===== config.mk =====
export PLATFORM = sky130hd
export DESIGN_NAME = buffer_reader
export DESIGN_NICKNAME = d
export VERILOG_FILES = /design/src/rtl/buffer_reader.sv
export SDC_FILE = /design/constraint.sdc
export NUM_CORES = 1
export LEC_CHECK = 0
export ABC_AREA = 1
export CORE_MARGIN = 2
export CORE_UTILIZATION = 47
export CTS_CLUSTER_SIZE = 24
export DETAILED_ROUTE_END_ITERATION = 8
export GPL_TIMING_DRIVEN = 0
export PLACE_DENSITY = 0.74
export SYNTH_ARGS = -nofsm -noshare
export SYNTH_HDL_FRONTEND = slang
export SYNTH_SLANG_ARGS = --single-unit

===== constraint.sdc =====
create_clock -name Rdclk -period 6.6 [get_ports Rdclk]
set_clock_uncertainty 0.2 [all_clocks]
set_input_delay 1.98 -clock Rdclk [delete_from_list [all_inputs] [get_ports Rdclk]]
set_output_delay 1.98 -clock Rdclk [all_outputs]
set_load 0.1 [all_outputs]

===== src/rtl/buffer_reader.sv =====
// Read-side controller for the FIFO/LIFO buffer: issues Rden against Empty,
// captures returned words into a 2-entry skid buffer and streams them out.
module buffer_reader #(
  parameter int dat_width = 32,
  parameter int BURST_W   = 8
) (
  input  logic                 Rdclk,
  input  logic                 Rst,
  input  logic                 Empty,
  input  logic [dat_width-1:0] Dataout,
  output logic                 Rden,
  input  logic                 Start,
  input  logic [BURST_W-1:0]   Burst_len,
  output logic [dat_width-1:0] Out_data,
  output logic                 Out_valid,
  input  logic                 Out_ready,
  output logic                 Busy,
  output logic                 Done,
  output logic [BURST_W-1:0]   Word_cnt
);

  typedef enum logic [1:0] {IDLE, ISSUE, GAP, FIN} state_e;

  localparam logic [BURST_W-1:0] CNT_MAX = '1;
  localparam logic [BURST_W-1:0] CNT_ONE = BURST_W'(1);

  state_e               state_q, state_d;
  logic [BURST_W-1:0]   len_q, len_d;
  logic [BURST_W-1:0]   issued_q, issued_d;
  logic [BURST_W-1:0]   word_cnt_q, word_cnt_d;
  logic [dat_width-1:0] skid0_q, skid0_d;
  logic [dat_width-1:0] skid1_q, skid1_d;
  logic [1:0]           skid_cnt_q, skid_cnt_d;

  logic drain_mode;
  logic read_ok;
  logic no_more;
  logic push;
  logic pop;

  // Issue decision and FSM next state.
  always_comb begin
    // NOTE: every variable gets a default first so no path can infer a latch.
    state_d    = state_q;
    len_d      = len_q;
    issued_d   = issued_q;
    word_cnt_d = word_cnt_q;
    Rden       = 1'b0;

    drain_mode = (len_q == '0);
    read_ok    = (skid_cnt_q < 2'd2) && (drain_mode || (issued_q < len_q)) &&
                 (issued_q != CNT_MAX);
    no_more    = drain_mode ? (Empty || (issued_q == CNT_MAX)) : (issued_q == len_q);
    push       = (state_q == GAP);
    pop        = (skid_cnt_q != 2'd0) && Out_ready;

    if (pop) word_cnt_d = word_cnt_q + CNT_ONE;

    case (state_q)
      IDLE: begin
        if (Start) begin
          len_d      = Burst_len;
          issued_d   = '0;
          word_cnt_d = '0;
          state_d    = ISSUE;
        end
      end
      ISSUE: begin
        if (!Empty && read_ok) begin
          Rden     = 1'b1;
          issued_d = issued_q + CNT_ONE;
          state_d  = GAP;
        end else if (no_more && (skid_cnt_q == 2'd0)) begin
          state_d = FIN;
        end
      end
      // The idle cycle lets the lagging Empty catch up with the last read.
      GAP:     state_d = ISSUE;
      FIN:     state_d = IDLE;
      default: state_d = IDLE;
    endcase
  end

  // Skid buffer: skid0 is always the head; a pop shifts skid1 forward.
  always_comb begin
    skid0_d    = skid0_q;
    skid1_d    = skid1_q;
    skid_cnt_d = skid_cnt_q;
    case ({push, pop})
      2'b10: begin
        if (skid_cnt_q == 2'd0) skid0_d = Dataout;
        else                    skid1_d = Dataout;
        skid_cnt_d = skid_cnt_q + 2'd1;
      end
      2'b01: begin
        skid0_d    = skid1_q;
        skid_cnt_d = skid_cnt_q - 2'd1;
      end
      2'b11: begin
        if (skid_cnt_q == 2'd1) begin
          skid0_d = Dataout;
        end else begin
          skid0_d = skid1_q;
          skid1_d = Dataout;
        end
      end
      default: ;
    endcase
  end

  always_ff @(posedge Rdclk or negedge Rst) begin
    if (!Rst) begin
      state_q    <= IDLE;
      len_q      <= '0;
      issued_q   <= '0;
      word_cnt_q <= '0;
      // NOTE: the skid storage is reset too, because Out_data must read zero after reset.
      skid0_q    <= '0;
      skid1_q    <= '0;
      skid_cnt_q <= 2'd0;
    end else begin
      // NOTE: non-blocking assignments so every flop samples pre-edge values.
      state_q    <= state_d;
      len_q      <= len_d;
      issued_q   <= issued_d;
      word_cnt_q <= word_cnt_d;
      skid0_q    <= skid0_d;
      skid1_q    <= skid1_d;
      skid_cnt_q <= skid_cnt_d;
    end
  end

  assign Out_data  = skid0_q;
  assign Out_valid = (skid_cnt_q != 2'd0);
  assign Busy      = (state_q != IDLE);
  assign Done      = (state_q == FIN);
  assign Word_cnt  = word_cnt_q;

endmodule


# --- Yosys cells after proc, flatten, opt, wreduce, memory -nomap -nowiden ---
# Index checks and enable logic that the tools add are counted.
totals:
  reg_bits: 92
  latch_bits: 0
  ramBits: 0
  rom_bits: 0
  in_bits: 45
  elab_cells: 71
  n_memories: 0
classes:
  addsub: 4
  mul: 0
  n_div: 0
  magnitude_cmp: 2
  eq_ne: 16
  n_shift: 0
  n_mux: 20
  n_bitwise: 0
  reduce_logical: 22
ops:
  columns: ["operator", "n"]
  rows:
  - ["32-bit two-way mux", 4]
  - ["32-bit case mux with 3 select lines", 1]
  - ["32-bit case mux with 2 select lines", 1]
  - ["8-bit two-way mux", 5]
  - ["8-bit by 1-bit adder with 8-bit output (second input constant)", 2]
  - ["8-bit case mux with 2 select lines", 1]
  - ["2-bit inequality test (second input constant)", 5]
  - ["2-bit nonzero test", 5]
  - ["2-bit == test (second input constant)", 4]
  - ["8-bit == test", 1]
  - ["8-bit == test (second input constant)", 1]
  - ["8-bit logical NOT", 1]
  - ["8-bit less-than comparator", 1]
  - ["8-bit inequality test (second input constant)", 1]
  - ["2-bit case mux with 4 select lines", 1]
  - ["2-bit by 1-bit == test with 1-bit output (second input constant)", 3]
  - ["2-bit two-way mux", 3]
  - ["2-bit AND reduction", 3]
  - ["3-bit AND reduction", 2]
  - ["1-bit logical AND", 5]
  - ["2-bit logical NOT", 2]
  - ["2-bit case mux with 2 select lines", 1]
  - ["1-bit two-way mux", 3]
  - ["3-bit inequality test (second input constant)", 1]
  - ["other kinds (6)", 7]

# --- Longest topological paths before layout ---
# Gate-level depths: netlist of run 1.
logic_depth:
  ltp_word: 7
  mapped_depth: 14
  mapped_depth_nobuf: 14

# --- Worst setup path after synthesis of run 1 ---
# No wires, ideal clock.
synth_path:
  path_kind: "input-to-output"
  startpoint: "input port Empty"
  endpoint: "output port Rden"
  arrival_time_ns: 3.028
  path_slack_ns: 1.392
  path_stages: 5
  path_buffers: 0
  path_cell_list: "inv_1 nand2_1 nor2_1 nand3_2 inv_1"
synth_via:
  elab_chain_cells: 4
synth_rtl:
  columns: ["element", "line_no", "text"]
  rows:
  - ["start: declaration", "9", "input logic Empty,"]
  - ["1-bit logical NOT", "69", "if (!Empty && read_ok) begin"]
  - ["1-bit logical AND", "69", null]
  - ["1-bit two-way mux", "69", null]
  - ["1-bit two-way mux", "59", "case (state_q)"]
  - ["end: declaration", "11", "output logic Rden,"]
# No other way between the ends.

# --- Worst setup path in the final report of run 1 ---
# Ends and elaborated chain as after synthesis.

==> qor.yml, run 1 <==
setup_path:
  worstPathArrival_ns: 4.18
  worst-setup-path-type: "input pin to output pin"
  slowest_stage: "clkdlybuf4s50_1"
  cpPeakStageDelay_ns: 1.14
  critPathRequiredTime_ns: 4.42
  endpoint_kind: "output pin"
  cp-start-kind: "input pin"
  crit_start: "Empty"
  r2r_start: "skid_cnt_q[1]"
  crit_chain: "clkdlybuf4s50_1 -> inv_1 -> nand2_1 -> nor2_1 -> nand3_2 -> inv_1 -> clkdlybuf4s50_1"
  crit_fanout: 10
cells_and_area:
  antenna_cells: 0
  drive_gt1_frac: 0.124
  final_nets: 691
  mostFrequentLayoutCell: "dfrtp_1"
  final_cells: 765
  final_cell_mix: "dfrtp_1 (92), clkdlybuf4s50_1 (87), nand2_1 (79)"
  fillers: 800
  area_delta_synth_final_pct: 28.5
  final_area_sq_um: 5790
synth:
  syn-instance-count: 531
  synthTopCellsByArea: "dfrtp_1 (51%), nand2_1 (6.6%), nor2_1 (5.4%), inv_1 (5.2%), nand3_1 (5.0%)"
  syn_area_sq_um: 4500
  yosys_warnings: 0
  synth.top_cell.area_share: 0.511
  synth_seq_area_share: 0.511
  yosysTopAreaCell: "dfrtp_1"
  syn-num-nets: 591
  avgSynthCellArea_sq_um: 8.48
  synthDistinctLibCells: 29
  yosys_register_bits: 92
timing:
  slew-limit-headroom: 0.337
  rsz0062_at_grt: "no"
  tightest_slew_ns: 0.992
  post-route-period-util: 0.963
  fmaxAchievable_mhz: 157
  final_max_slew_viol_count: 0
  hold_viol_final: 0
  setup_violations: 0
  period_minus_slack_ns: 6.36
place:
  dpl_cell_area_sq_um: 5560
  dp.final_hpwl_um: 7710
  gp_congestion: 0.894
  numPortBuffers: 88
  dp.cells: 749
floorplan:
  die-area_sq_um: 10400
  die_w_um: 102
  chipHeight_um: 102
  rows: 35
  initial_core_util: 0.485
  io_pins: 89
  coreArea_sq_um: 9280
cts:
  clk_latency_ns: 0.36
  path_clk_slew_ns: 0.09
  cts_tree: "done"
  cts_max_level: 3
  root_buffer: "clkbuf_8"
  cts_max_path_buffers: 2
  cts_resized: 0
  postCtsSetupBuffers: 0
  ctsHoldBuffers: 0
  numCtsBuffers: 9
  cts.sinks: 92
outcome:
  status: "completed"
flow_run:
  drv_cap: 0
global_routing:
  grt_pass1_wl_um: 18000
  grt_pass1_vias: 3924
  globalRoute.totalOverflow: 0
  grt_max_degree: 53
  antenna_found_initial: 0
  grt_usage: 0.219
detailed_routing:
  vias: 3901
  wl_um: 10800
  antenna_left: 0
  drt_iter0_drc: 172
  drc: 0
  drtPass1Iterations: 4
  wl_per_cell_um: 14.2
  viasPerCell: 5.10
worst_hold_path:
  hp-class: "flip-flop to flip-flop"
  hold_start: "skid1_q[1]"
-- state kept, by name (all words and copies together), names as in the netlist --
name	count
Out_data	32
skid1_q	32
Word_cnt	8
issued_q	8
len_q	8
skid_cnt_q	2
state_q	2
-- Yosys cell counts --
cell type / count
a21o_1: 1
a21oi_1: 17
a22o_1: 1
a31oi_1: 33
buf_1: 2
buf_2: 15
buf_6: 3
clkbuf_1: 5
dfrtp_1: 92
ha_1: 15
inv_1: 62
inv_2: 4
mux2_2: 1
nand2_1: 79
nand2_2: 1
nand2_4: 1
nand3_1: 45
nand3_2: 1
nand4_1: 3
nor2_1: 65
nor2_2: 2
nor3_1: 3
o21ai_0: 13
o21ai_1: 28
o21ai_4: 1
or2_1: 1
or2_2: 32
xnor2_1: 2
xor2_1: 3
-- metrics by stage --
| step | hold slack, ns | setup slack [ns] | utilization | setup TNS [ns] |
|---|---|---|---|---|
| 6_report | 0.299 | 0.245 | 0.623 | 0 |
| 5_1_grt | 0.322 | 0.162 | 0.623 | 0 |
| 4_1_cts | 0.299 | 0.229 | 0.623 | 0 |
| 3_5_place_dp | 0.277 | 0.228 | 0.599 | 0 |
| 3_3_place_gp | 0.269 | -0.0268 | 0.597 | -2.05 |
| 2_1_floorplan | 0.254 | 1.39 | - | 0 |
-- critical path, delay by kind of cell --
family / cells / cell delay (ns)
buf+inv: 4 / 1.73
simple gates: 3 / 0.46
-- path summary, 6_finish.rpt --
check,to,slack [ns],cells past startpoint
min in group asynchronous,Out_data[8],1.44,1
worst min-delay path,skid1_q[1],0.30,2
worst max-delay path,Rden,0.24,7
worst max register to register,Out_data[22],3.57,13
max in group asynchronous,Word_cnt[5],4.09,2
worst min register to register,skid1_q[1],0.30,2
-- cell families after synthesis --
kind of cell / count (synthesis) / synth area share
mux: 1 / 0.00250
compound gates: 94 / 0.118
fa+ha+maj: 15 / 0.0417
buf+inv: 91 / 0.0850
flops: 92 / 0.511
simple gates: 233 / 0.232
xor+xnor: 5 / 0.00973
-- per-layer routing --
| metal | GRT usage | part of all wire | vias to the layer above | wire length [um] |
|---|---|---|---|---|
| met5 | 0 | 0 | - | 0 |
| met4 | 0.0656 | 0.014 | 0 | 154 |
| met3 | 0.0363 | 0.052 | 14 | 567 |
| met2 | 0.365 | 0.48 | 112 | 5230 |
| met1 | 0.296 | 0.45 | 1848 | 4870 |
| li1 | - | - | 1927 | - |
-- layout make-up --
cell class,count,area [sq um],share of cell area
plain buffers,25,135,0.0234
inverters,66,248,0.0428
repair buffers,89,898,0.155
clock buffers,9,124,0.0214
well taps,129,161,0.0279
multi-input cells,348,1820,0.314
clock inverters,7,100,0.0173
flip-flops and latches,92,2300,0.398
Power of run 1 is left out: the tool's default activity adds up to more than one toggle a clock period on the data nets, which glitch-free logic cannot reach.
==> run 2: changes to the inputs <==
- GPL_ROUTABILITY_DRIVEN: default -> 0
==> results of run 2 <==
Final layout, timing and power as in run 1 (identical DEF).
Power of run 2 is left out for the same reason.
==> run 3: changes to the inputs <==
- CORE_MARGIN: 2 -> default
- DONT_BUFFER_PORTS: default -> 1
- PLACE_DENSITY: 0.74 -> default
==> run 3 against run 2 <==
  * Die area decreased by 3.9%
  * Worst hold slack gained 0.0016 ns
  * First-iteration DRC count down 40%
  * Critical path depth down 2
==> qor.yml, run 3 (synthesis results as in run 1) <==
cells_and_area:
  final_cell_mix: "dfrtp_1 (92), nand2_1 (79), nor2_1 (65)"  # was dfrtp_1 (92), clkdlybuf4s50_1 (87), nand2_1 (79)
  antenna_cells: 0  # unchanged
  mostFrequentLayoutCell: "dfrtp_1"  # unchanged
  final_nets: 602  # was 691
  drive_gt1_frac: 0.139  # was 0.124
  fillers: 903  # was 800
  area_delta_synth_final_pct: 8.53  # was 28.5%
worst_hold_path:
  hold_depth: 2  # unchanged
  hp-class: "flip-flop to flip-flop"  # unchanged
global_routing:
  globalRoute.totalOverflow: 0  # unchanged
  grt_pass1_vias: 3442  # was 3924
  antenna_found_initial: 0  # unchanged
  grt_pass1_wl_um: 16200  # was 18000 um
  grt_max_degree: 93  # was 53
  grt_usage: 0.206  # was 0.219
setup_path:
  slowest_stage: "inv_1"  # was clkdlybuf4s50_1
  endpoint_kind: "output pin"  # unchanged
  worst_path_most_repeated_cell: "inv_1"
  cpPeakStageDelay_ns: 0.71  # was 1.14 ns
  cp-start-kind: "input pin"  # unchanged
  critPathRequiredTime_ns: 4.42  # about the same
  worstPathArrival_ns: 3.18  # was 4.18 ns
  r2r_slack_ns: 3.32  # was 3.57 ns
  crit_chain: "inv_1 -> nand2_1 -> nor2_1 -> nand3_2 -> inv_1"  # was clkdlybuf4s50_1 -> inv_1 -> nand2_1 -> nor2_1 -> nand3_2 -> inv_1 -> clkdlybuf4s50_1
  worst-setup-path-type: "input pin to output pin"  # unchanged
  crit_fanout: 10  # unchanged
  reg2reg_depth: 14  # was 13
cts:
  path_clk_slew_ns: 0.09  # about the same
  root_buffer: "clkbuf_8"  # unchanged
  cts.sinks: 92  # unchanged
  ctsHoldBuffers: 0  # unchanged
  cts_resized: 0  # unchanged
  cts_max_path_buffers: 2  # unchanged
  numCtsBuffers: 9  # unchanged
  postCtsSetupBuffers: 0  # unchanged
  cts_max_level: 3  # unchanged
  cts_tree: "done"  # unchanged
  clk_latency_ns: 0.36  # about the same
detailed_routing:
  drc: 0  # unchanged
  antenna_left: 0  # unchanged
  drt_iter0_drc: 103  # was 172
  wl_per_cell_um: 14.1  # was 14.2 um
  vias: 3473  # was 3901
  drtPass1Iterations: 4  # unchanged
  wl_um: 9550  # was 10800 um
  viasPerCell: 5.15  # was 5.10
place:
  numPortBuffers: 0  # was 88
  dp.final_hpwl_um: 6740  # was 7710 um
timing:
  period_minus_slack_ns: 5.36  # was 6.36 ns
  setup_violations: 0  # unchanged
  rsz0062_at_grt: "no"  # unchanged
  fmaxAchievable_mhz: 187  # was 157 MHz
  slew-limit-headroom: 0.343  # was 0.337
  hold_viol_final: 0  # unchanged
  tns_ns: 0  # unchanged
  post-route-period-util: 0.812  # was 0.963
  tightest_slew_ns: 0.985  # was 0.992 ns
  final_max_slew_viol_count: 0  # unchanged
outcome:
  status: "completed"  # unchanged
floorplan:
  coreArea_sq_um: 9240  # was 9280 sq um
  die_w_um: 99.9  # was 102 um
  die-area_sq_um: 9980  # was 10400 sq um
  initial_core_util: 0.487  # was 0.485
  chipHeight_um: 99.9  # was 102 um
  io_pins: 89  # unchanged
  rows: 35  # unchanged
flow_run:
  drv_cap: 0  # unchanged
run 3: area by class of cell:
class | count | area [sq um] | area share
Sequential cell | 92 | 2300 | 0.471
Tap cell | 129 | 161 | 0.0330
Clock inverter | 5 | 85.1 | 0.0174
Clock buffer | 10 | 138 | 0.0282
Inverter | 66 | 248 | 0.0507
Buffer | 25 | 135 | 0.0276
Multi-Input combinational cell | 348 | 1820 | 0.372
run 3: metrics by stage:
step                      hold slack [ns]  std cells  area [sq um]  setup WS, ns   util
after CTS                           0.295        675          4890          1.25  0.529
after global placement              0.270        660          4660          1.25  0.505
final                               0.300        675          4890          1.24  0.529
after floorplan                     0.254        531          4500          1.39      -
after detailed placement            0.274        660          4660          1.25  0.505
after global routing                0.318        675          4890          1.14  0.529
run 3: critical path, delay by kind of cell:
kind                   cells  cell delay [ns]
AND/OR/NAND/NOR            3             0.45
buffers and inverters      2             0.75
run 3: layer usage:
layer	share of wire	track usage
met2	0.47	0.340
met5	0	0
met1	0.47	0.269
met4	0.014	0.0758
met3	0.050	0.0432
run 3: final timing paths:
kind | from | to
worst min register to register | skid1_q[11] | skid1_q[11]
worst min-delay path | skid1_q[11] | skid1_q[11]
worst max register to register | skid_cnt_q[1] | skid1_q[25]
worst max-delay path | Empty | Rden
max in group asynchronous | Rst | skid1_q[0]
min in group asynchronous | Rst | Out_data[7]
Power of run 3 is left out for the same reason.
